[config.mk]
export PLATFORM = sky130hd
export DESIGN_NAME = receiver_uart_arbiter
export DESIGN_NICKNAME = d
export VERILOG_FILES = /design/src/rtl/receiver_arb_pkg.sv /design/src/rtl/rr_arbiter3.sv /design/src/rtl/receiver_uart_arbiter.sv
export SDC_FILE = /design/constraint.sdc
export NUM_CORES = 1
export LEC_CHECK = 0
export CORE_MARGIN = 2
export CORE_UTILIZATION = 48
export DETAILED_ROUTE_END_ITERATION = 6
export PLACE_DENSITY = 0.81
export SLEW_MARGIN = 20
export SYNTH_ARGS = -nofsm -noshare
export SYNTH_HDL_FRONTEND = slang
export SYNTH_SLANG_ARGS = --single-unit
export TNS_END_PERCENT = 20
[constraint.sdc]
create_clock -name clk_25MHz -period 1.83 [get_ports clk_25MHz]
set_input_delay 0.2745 -clock clk_25MHz [delete_from_list [all_inputs] [get_ports clk_25MHz]]
set_output_delay 0.2745 -clock clk_25MHz [all_outputs]
set_load 0.03 [all_outputs]
[src/rtl/receiver_arb_pkg.sv]
// Shared definitions for the receiver UART arbiter: FSM state encoding,
// channel/word geometry and the 4-byte tagged frame builder.
package receiver_arb_pkg;

   localparam int   NUM_CH      = 3;
   localparam int   WORD_W      = 17;
   localparam int   FRAME_BYTES = 4;
   localparam logic HDR_MARK    = 1'b1;

   typedef enum logic [2:0] {
      ST_IDLE,
      ST_LOAD,
      ST_START,
      ST_ACK,
      ST_DONE,
      ST_GAP
   } state_e;

   // frame[0] goes out first
   typedef logic [FRAME_BYTES-1:0][7:0] frame_t;

   // Header carries the marker bit, the channel tag and the word MSB;
   // the last byte is an XOR check over the first three.
   function automatic frame_t build_frame(input logic [1:0] ch,
                                          input logic [WORD_W-1:0] w);
      frame_t f;
      f[0] = {HDR_MARK, ch, 4'b0000, w[16]};
      f[1] = w[15:8];
      f[2] = w[7:0];
      f[3] = f[0] ^ f[1] ^ f[2];
      return f;
   endfunction

endpackage

[src/rtl/rr_arbiter3.sv]
// Combinational 3-way round-robin select. Searches req starting one past
// the last granted channel (wrapping 2 -> 0) and returns the first hit.
//   req[2:0]      requesting channels
//   last[1:0]     previously granted channel
//   gnt[2:0]      one-hot grant
//   gnt_idx[1:0]  granted channel index
//   any           at least one request present
module rr_arbiter3 (
   input  logic [2:0] req,
   input  logic [1:0] last,
   output logic [2:0] gnt,
   output logic [1:0] gnt_idx,
   output logic       any
);

   logic [1:0] cand;
   logic       found;

   assign any = |req;

   always_comb begin
      gnt     = '0;
      gnt_idx = '0;
      found   = 1'b0;
      cand    = (last == 2'd0) ? 2'd1 : (last == 2'd1) ? 2'd2 : 2'd0;
      for (int i = 0; i < 3; i++) begin
         if (!found && req[cand]) begin
            found      = 1'b1;
            gnt_idx    = cand;
            gnt[cand]  = 1'b1;
         end
         cand = (cand == 2'd2) ? 2'd0 : cand + 2'd1;
      end
   end

endmodule

[src/rtl/receiver_uart_arbiter.sv]
// Shares one byte-wide UART TX between three receiver channels. Each channel
// has a one-word holding buffer; a round-robin grant moves a word into the
// frame register, which is then sent as four tagged bytes over the
// tx_start/tx_ready handshake, followed by an optional idle gap.
//   clk_25MHz, rst_n     clock, async active-low reset
//   ch_valid/ch_ready    per-channel word handshake (ready = buffer empty)
//   ch_data              channel k word at [17k+16:17k]
//   tx_data/tx_start     byte and one-cycle start pulse to the UART
//   tx_ready             UART idle
//   busy                 FSM not idle
module receiver_uart_arbiter
   import receiver_arb_pkg::*;
#(
   parameter int GAP_CYCLES = 16
) (
   input  logic                     clk_25MHz,
   input  logic                     rst_n,
   input  logic [NUM_CH-1:0]        ch_valid,
   input  logic [NUM_CH*WORD_W-1:0] ch_data,
   output logic [NUM_CH-1:0]        ch_ready,
   output logic [7:0]               tx_data,
   output logic                     tx_start,
   input  logic                     tx_ready,
   output logic                     busy
);

   localparam int            GW       = (GAP_CYCLES > 1) ? $clog2(GAP_CYCLES) : 1;
   localparam logic [GW-1:0] GAP_LAST = GW'((GAP_CYCLES > 0) ? GAP_CYCLES - 1 : 0);
   localparam logic [1:0]    IDX_LAST = 2'(FRAME_BYTES - 1);

   state_e                         state_q, state_d;
   logic [NUM_CH-1:0]              full_q, full_d;
   logic [NUM_CH-1:0][WORD_W-1:0]  buf_q, buf_d;
   logic [1:0]                     last_q, last_d;
   logic [1:0]                     idx_q, idx_d;
   logic [GW-1:0]                  gap_q, gap_d;
   frame_t                         frame_q, frame_d;
   logic [7:0]                     tx_data_q, tx_data_d;

   logic [2:0]        gnt;
   logic [1:0]        gnt_idx;
   logic              gnt_any;
   logic [WORD_W-1:0] sel_word;

   rr_arbiter3 u_rr (
      .req     (full_q),
      .last    (last_q),
      .gnt     (gnt),
      .gnt_idx (gnt_idx),
      .any     (gnt_any)
   );

   always_comb begin
      sel_word = '0;
      for (int k = 0; k < NUM_CH; k++)
         if (gnt[k]) sel_word = buf_q[k];
   end

   assign ch_ready = ~full_q;
   assign tx_data  = tx_data_q;
   assign tx_start = (state_q == ST_START);
   assign busy     = (state_q != ST_IDLE);

   always_comb begin
      state_d   = state_q;
      full_d    = full_q;
      buf_d     = buf_q;
      last_d    = last_q;
      idx_d     = idx_q;
      gap_d     = gap_q;
      frame_d   = frame_q;
      tx_data_d = tx_data_q;

      // Capture only into empty buffers; the arbiter below scans full_q, so a
      // word captured this cycle competes on the next scan.
      for (int k = 0; k < NUM_CH; k++) begin
         if (ch_valid[k] && !full_q[k]) begin
            full_d[k] = 1'b1;
            buf_d[k]  = ch_data[k*WORD_W +: WORD_W];
         end
      end

      unique case (state_q)
         ST_IDLE: begin
            if (gnt_any) begin
               last_d          = gnt_idx;
               frame_d         = build_frame(gnt_idx, sel_word);
               full_d          = full_d & ~gnt;
               tx_data_d       = frame_d[0];
               idx_d           = 2'd0;
               state_d         = ST_LOAD;
            end
         end
         ST_LOAD: begin
            if (tx_ready) state_d = ST_START;
         end
         ST_START: begin
            state_d = ST_ACK;
         end
         ST_ACK: begin
            if (!tx_ready) state_d = ST_DONE;
         end
         ST_DONE: begin
            if (tx_ready) begin
               if (idx_q != IDX_LAST) begin
                  idx_d     = idx_q + 2'd1;
                  tx_data_d = frame_q[idx_q + 2'd1];
                  state_d   = ST_LOAD;
               end else if (GAP_CYCLES == 0) begin
                  state_d = ST_IDLE;
               end else begin
                  gap_d   = '0;
                  state_d = ST_GAP;
               end
            end
         end
         ST_GAP: begin
            if (gap_q == GAP_LAST) state_d = ST_IDLE;
            else                   gap_d   = gap_q + 1'b1;
         end
         default: state_d = ST_IDLE;
      endcase
   end

   always_ff @(posedge clk_25MHz or negedge rst_n) begin
      if (!rst_n) begin
         state_q   <= ST_IDLE;
         full_q    <= '0;
         buf_q     <= '0;
         last_q    <= 2'd2;
         idx_q     <= 2'd0;
         gap_q     <= '0;
         frame_q   <= '0;
         tx_data_q <= 8'h00;
      end else begin
         state_q   <= state_d;
         full_q    <= full_d;
         buf_q     <= buf_d;
         last_q    <= last_d;
         idx_q     <= idx_d;
         gap_q     <= gap_d;
         frame_q   <= frame_d;
         tx_data_q <= tx_data_d;
      end
   end

endmodule

==> metrics.md <==
| Metric | Value |
|---|---|
| Register area | ~2500 um^2 |
| Path type of the worst setup path | flop to flop |
| Pre-CTS worst setup slack | -0.0438 ns |
| Initial Utilization | 49.0% |
| Xor/xnor cell area share of the yosys netlist | 2.15% |
| Tightest hold margin | around 0.42 ns |
| Total nets after synthesis | approximately 440 |
| Number of pins with negative max-slew slack in the final report | 0 |
| Max Freq | ~540 MHz |
| Final Net Count | roughly 540 |
| Synth area leaders | dfrtp_1 (55%), mux2_2 (16%), nand2_1 (5.0%) |
| Req. time, crit path | around 2.1 ns |
| Number of global-route vias before repair | between 3,000 and 4,000 |
| Sequential Power Share | about two fifths |
| Floorplan die height | roughly 100 um |
| Post-DR wirelength/cell | approximately 16 um |
| Total Die Area | ~10,000 um^2 |
| Area of all placed cells without fillers | between 5000 and 6000 um^2 |
| Post-DP HPWL | approximately 7 mm |
| Commonest cells in the netlist | dfrtp_1 (99), mux2_2 (63), nand2_1 (60), nor2_1 (20), o21ai_0 (18) |
| Post-route minimum period | roughly 1.9 ns |
| Library cell with the highest instance count after synthesis | dfrtp_1 |
| Arr. time, crit path | about 2.1 ns |
| TritonCTS clock tree | yes |
| Ratio of cells with drive above 1 in the final layout | between 20% and 30% |
| Arithmetic-cell share of the synthesized area counting full adders, half adders and majority gates | 0.557% |
| Power per Cell Area | between 1500 and 2000 nW/um^2 |
| Syn_area_per_cell | around 12 um^2 |
| Largest family of logic cells by synthesized area | multiplexers |
| Total routing resource utilization after global routing | about 20% |
| Portion of synthesized cell area occupied by the leading cell type | a little under three fifths |
| Reg2Reg Setup Slack | -0.04 ns |
| Filler Cell Count | 685 |
| Area of placed instances | between 5000 and 6000 um^2 |
| Type of origin of the critical path | flop |
| Post-synth cell types | 41 |
| Worst-skew pair later-pin latency | roughly 0.37 ns |
| Post-layout worst setup margin | -0.0379 ns |
| Largest area contributor in the synthesized netlist | dfrtp_1 |
| Delay of the slowest cell on the worst path | just under 0.6 ns |
| Yosys synthesis warning count | 0 |
| Die width | approximately 100 um |
| CTS root buf | clkbuf_8 |
| Hold Vio Cnt, Final | 0 |
| Outcome | complete, but fails checks |
| Setup repair after global routing missed its margin | true |
| Post-synthesis async set-or-reset flop share | 100% |
| Max_slew headroom | roughly two thirds |
| CTS clock-pin slew for the worst setup and hold paths | around 0.10 ns |
| Total via count in the routed design | between 3,000 and 4,000 |
| Violated checks | setup timing |
| Switching part of the total power | 37.4% |
| Clock Path Buffers | 2 |
| Slew at the pin closest to its max-slew limit | 0.501 ns |
| Clk_skew | roughly 0.013 ns |
| Sink Count | 100 |
| Synthesized-area fraction occupied by and/or/nand/nor cells | a little under a tenth |
| Drc violations | 0 |
| Number of buffers created by CTS | 9 |
| Seq/Total Area, Yosys | 55.8% |
| Gate count after technology mapping | a little under 400 |
| Area fraction in compound gates after synthesis | a little over a tenth |
| Worst-path fanout max | 5 |
| Worst vdd ir | roughly 780 uV |
| Final period utilization | 102% |
| Synth-to-layout area growth | 29.2% |
| Antenna Nets Post-Route | 0 |
| Number of detailed-route iterations in the first pass | 4 |
| Number of top-level pins | 70 |
| Number of vias per cell | between 5 and 6 |
| Number of enable-type register cells in the synthesized netlist | 0 |
| Clock network fraction of design power | between 10 and 15% |
| Number of DRC markers in iteration 0 | 181 |
| Number of max-capacitance violations reported | 0 |
| Multi-input logic area | between 1500 and 2000 um^2 |
| Site row count | 35 |
| Power dissipated by switching net loads | ~0.0037 W |
| Number of synthesized register bits | 100 |
| Cell type of the slowest stage on the worst timing path | dfstp_2 |
| Number of antenna violations at the first check in global routing | 0 |
| Pin count of the biggest net entering global routing | 38 |
| Post-detailed-routing wire length | between 9 and 10 mm |
| Setup crit end kind | flop |
| Cell area after synthesis | ~4500 um^2 |
| Accumulated negative setup slack | -0.0379 ns |
| Min-Delay Path Class | input pin to async pin |
| Overflow left after global routing | 0 |
| Placeable Area | slightly above 9000 um^2 |
| First-pass GRT wire length | 16.2 mm |
| Fraction of synthesized area in multiplexers | approximately a fifth |
| Portion of total power attributed to combinational logic | 47.1% |
| Setup violation total in the final timing report | 1 |
| Leakage power total | approximately 2.5 nW |
| Non-filler instance count after layout | ~590 |
| Gp weighted congestion | between 0.8 and 0.9 |
| Internal power of the cells | approximately 0.0062 W |
| Placed cells | between 500 and 600 |
| Count of buffers from port buffering | 69 |
| Count of inserted antenna diode cells | 0 |
| Worst-path cell chain | buf_4 -> o32ai_4 -> a222oi_1 -> xor2_1 -> xnor2_1 -> o21ai_1 |
| Flip-flop cell with the highest count after synthesis | dfrtp_1 |
| Depth of the CTS H-tree | 3 |
-- final cells by class --
type,instances,area share (%)
Clock inverter,5,0.734
Tap cell,111,2.39
Timing Repair Buffer,106,17.6
Inverter,8,0.518
Sequential cell,100,43.2
Multi-Input combinational cell,253,32.9
Clock buffer,11,2.61
-- layout by cell type (no fill, tap or decap), types with 2 or more instances in the layout --
master           instances
mux4_2                   4
o2bb2ai_1                2
a21o_1                   3
mux2i_1                  4
xor2_1                   4
xnor2_1                  7
clkbuf_8                11
a31oi_1                  8
buf_12                   5
and3_1                   2
nor2b_1                  4
mux2_2                  63
o21ai_1                  2
nand2b_1                 4
buf_4                   33
a22oi_1                 11
dfrtp_1                 96
a222oi_1                 3
o31ai_1                  4
nand3_1                  2
inv_6                    2
clkinv_4                 2
dlygate4sd2_1            4
clkdlybuf4s50_1         63
nor2_1                  19
inv_1                    7
nand2_1                 59
ha_1                     2
dfrtp_2                  3
a21oi_1                 11
o21ai_0                 17
-- power groups by stage --
stage | clock [W] | combinational [W] | sequential [W]
after floorplan | 0 | 0.00319 | 0.00377
after detailed placement | 0 | 0.00450 | 0.00394
final | 0.00137 | 0.00470 | 0.00390
after global routing | 0.00149 | 0.00517 | 0.00404
after CTS | 0.00139 | 0.00453 | 0.00390
after global placement | 0 | 0.00434 | 0.00388
-- flip-flops by register name (all words and copies together), names as in the netlist --
| name | cells |
|---|---|
| frame_q | 27 |
| full_q | 3 |
| last_q | 2 |
| state_q | 3 |
| tx_data | 8 |
| idx_q | 2 |
| gap_q | 4 |
| buf_q | 51 |
-- per-stage QoR --
step                util [%]  total power [W]
detailed placement      60.4          0.00844
global placement        60.4          0.00822
finish                  63.4          0.00997
CTS                     62.7          0.00982
floorplan                  -          0.00696
global route            63.4           0.0107
-- critical path, delay by kind of cell, from the launching register on --
| kind | cells | cell delay (ns) |
|---|---|---|
| AO/OA/AOI/OAI | 3 | 0.64 |
| flip-flops | 1 | 0.58 |
| buffers and inverters | 1 | 0.14 |
| XOR/XNOR | 2 | 0.37 |
-- what timing repair did --
item                                   in CTS  in global routing
hold buffers                                1                  0
cloned                                      0                  0
pin swaps                                   0                  7
resized for setup                           5                  9
setup buffers                               0                  3
setup endpoints to repair                   6                 20
endpoints found under the hold margin      34                  0
-- metal layers --
layer / global-route usage (%) / vias to the layer above / share of wire, %
met2: 32.6 / 83 / 49
met3: 4.09 / 11 / 4.5
met5: 0 / - / 0
li1: - / 1535 / -
met4: 6.11 / 0 / 1.0
met1: 28.1 / 1604 / 46
-- kinds of logic after synthesis --
| family | Yosys count |
|---|---|
| simple gates | 98 |
| xor+xnor | 11 |
| mux | 71 |
| flops | 100 |
| buf+inv | 32 |
| fa+ha+maj | 2 |
| compound gates | 71 |
-- final timing paths --
path	from	to	cells past startpoint
hold reg to reg	frame_q[7]	frame_q[7]	1
setup reg to reg	last_q[1]	frame_q[24]	6
max in group asynchronous	rst_n	last_q[1]	3
min in group clk_25MHz	frame_q[7]	frame_q[7]	1
hold / removal	rst_n	tx_data[3]	2
setup / recovery	last_q[1]	frame_q[24]	6
(Power assumes the default switching activity.)
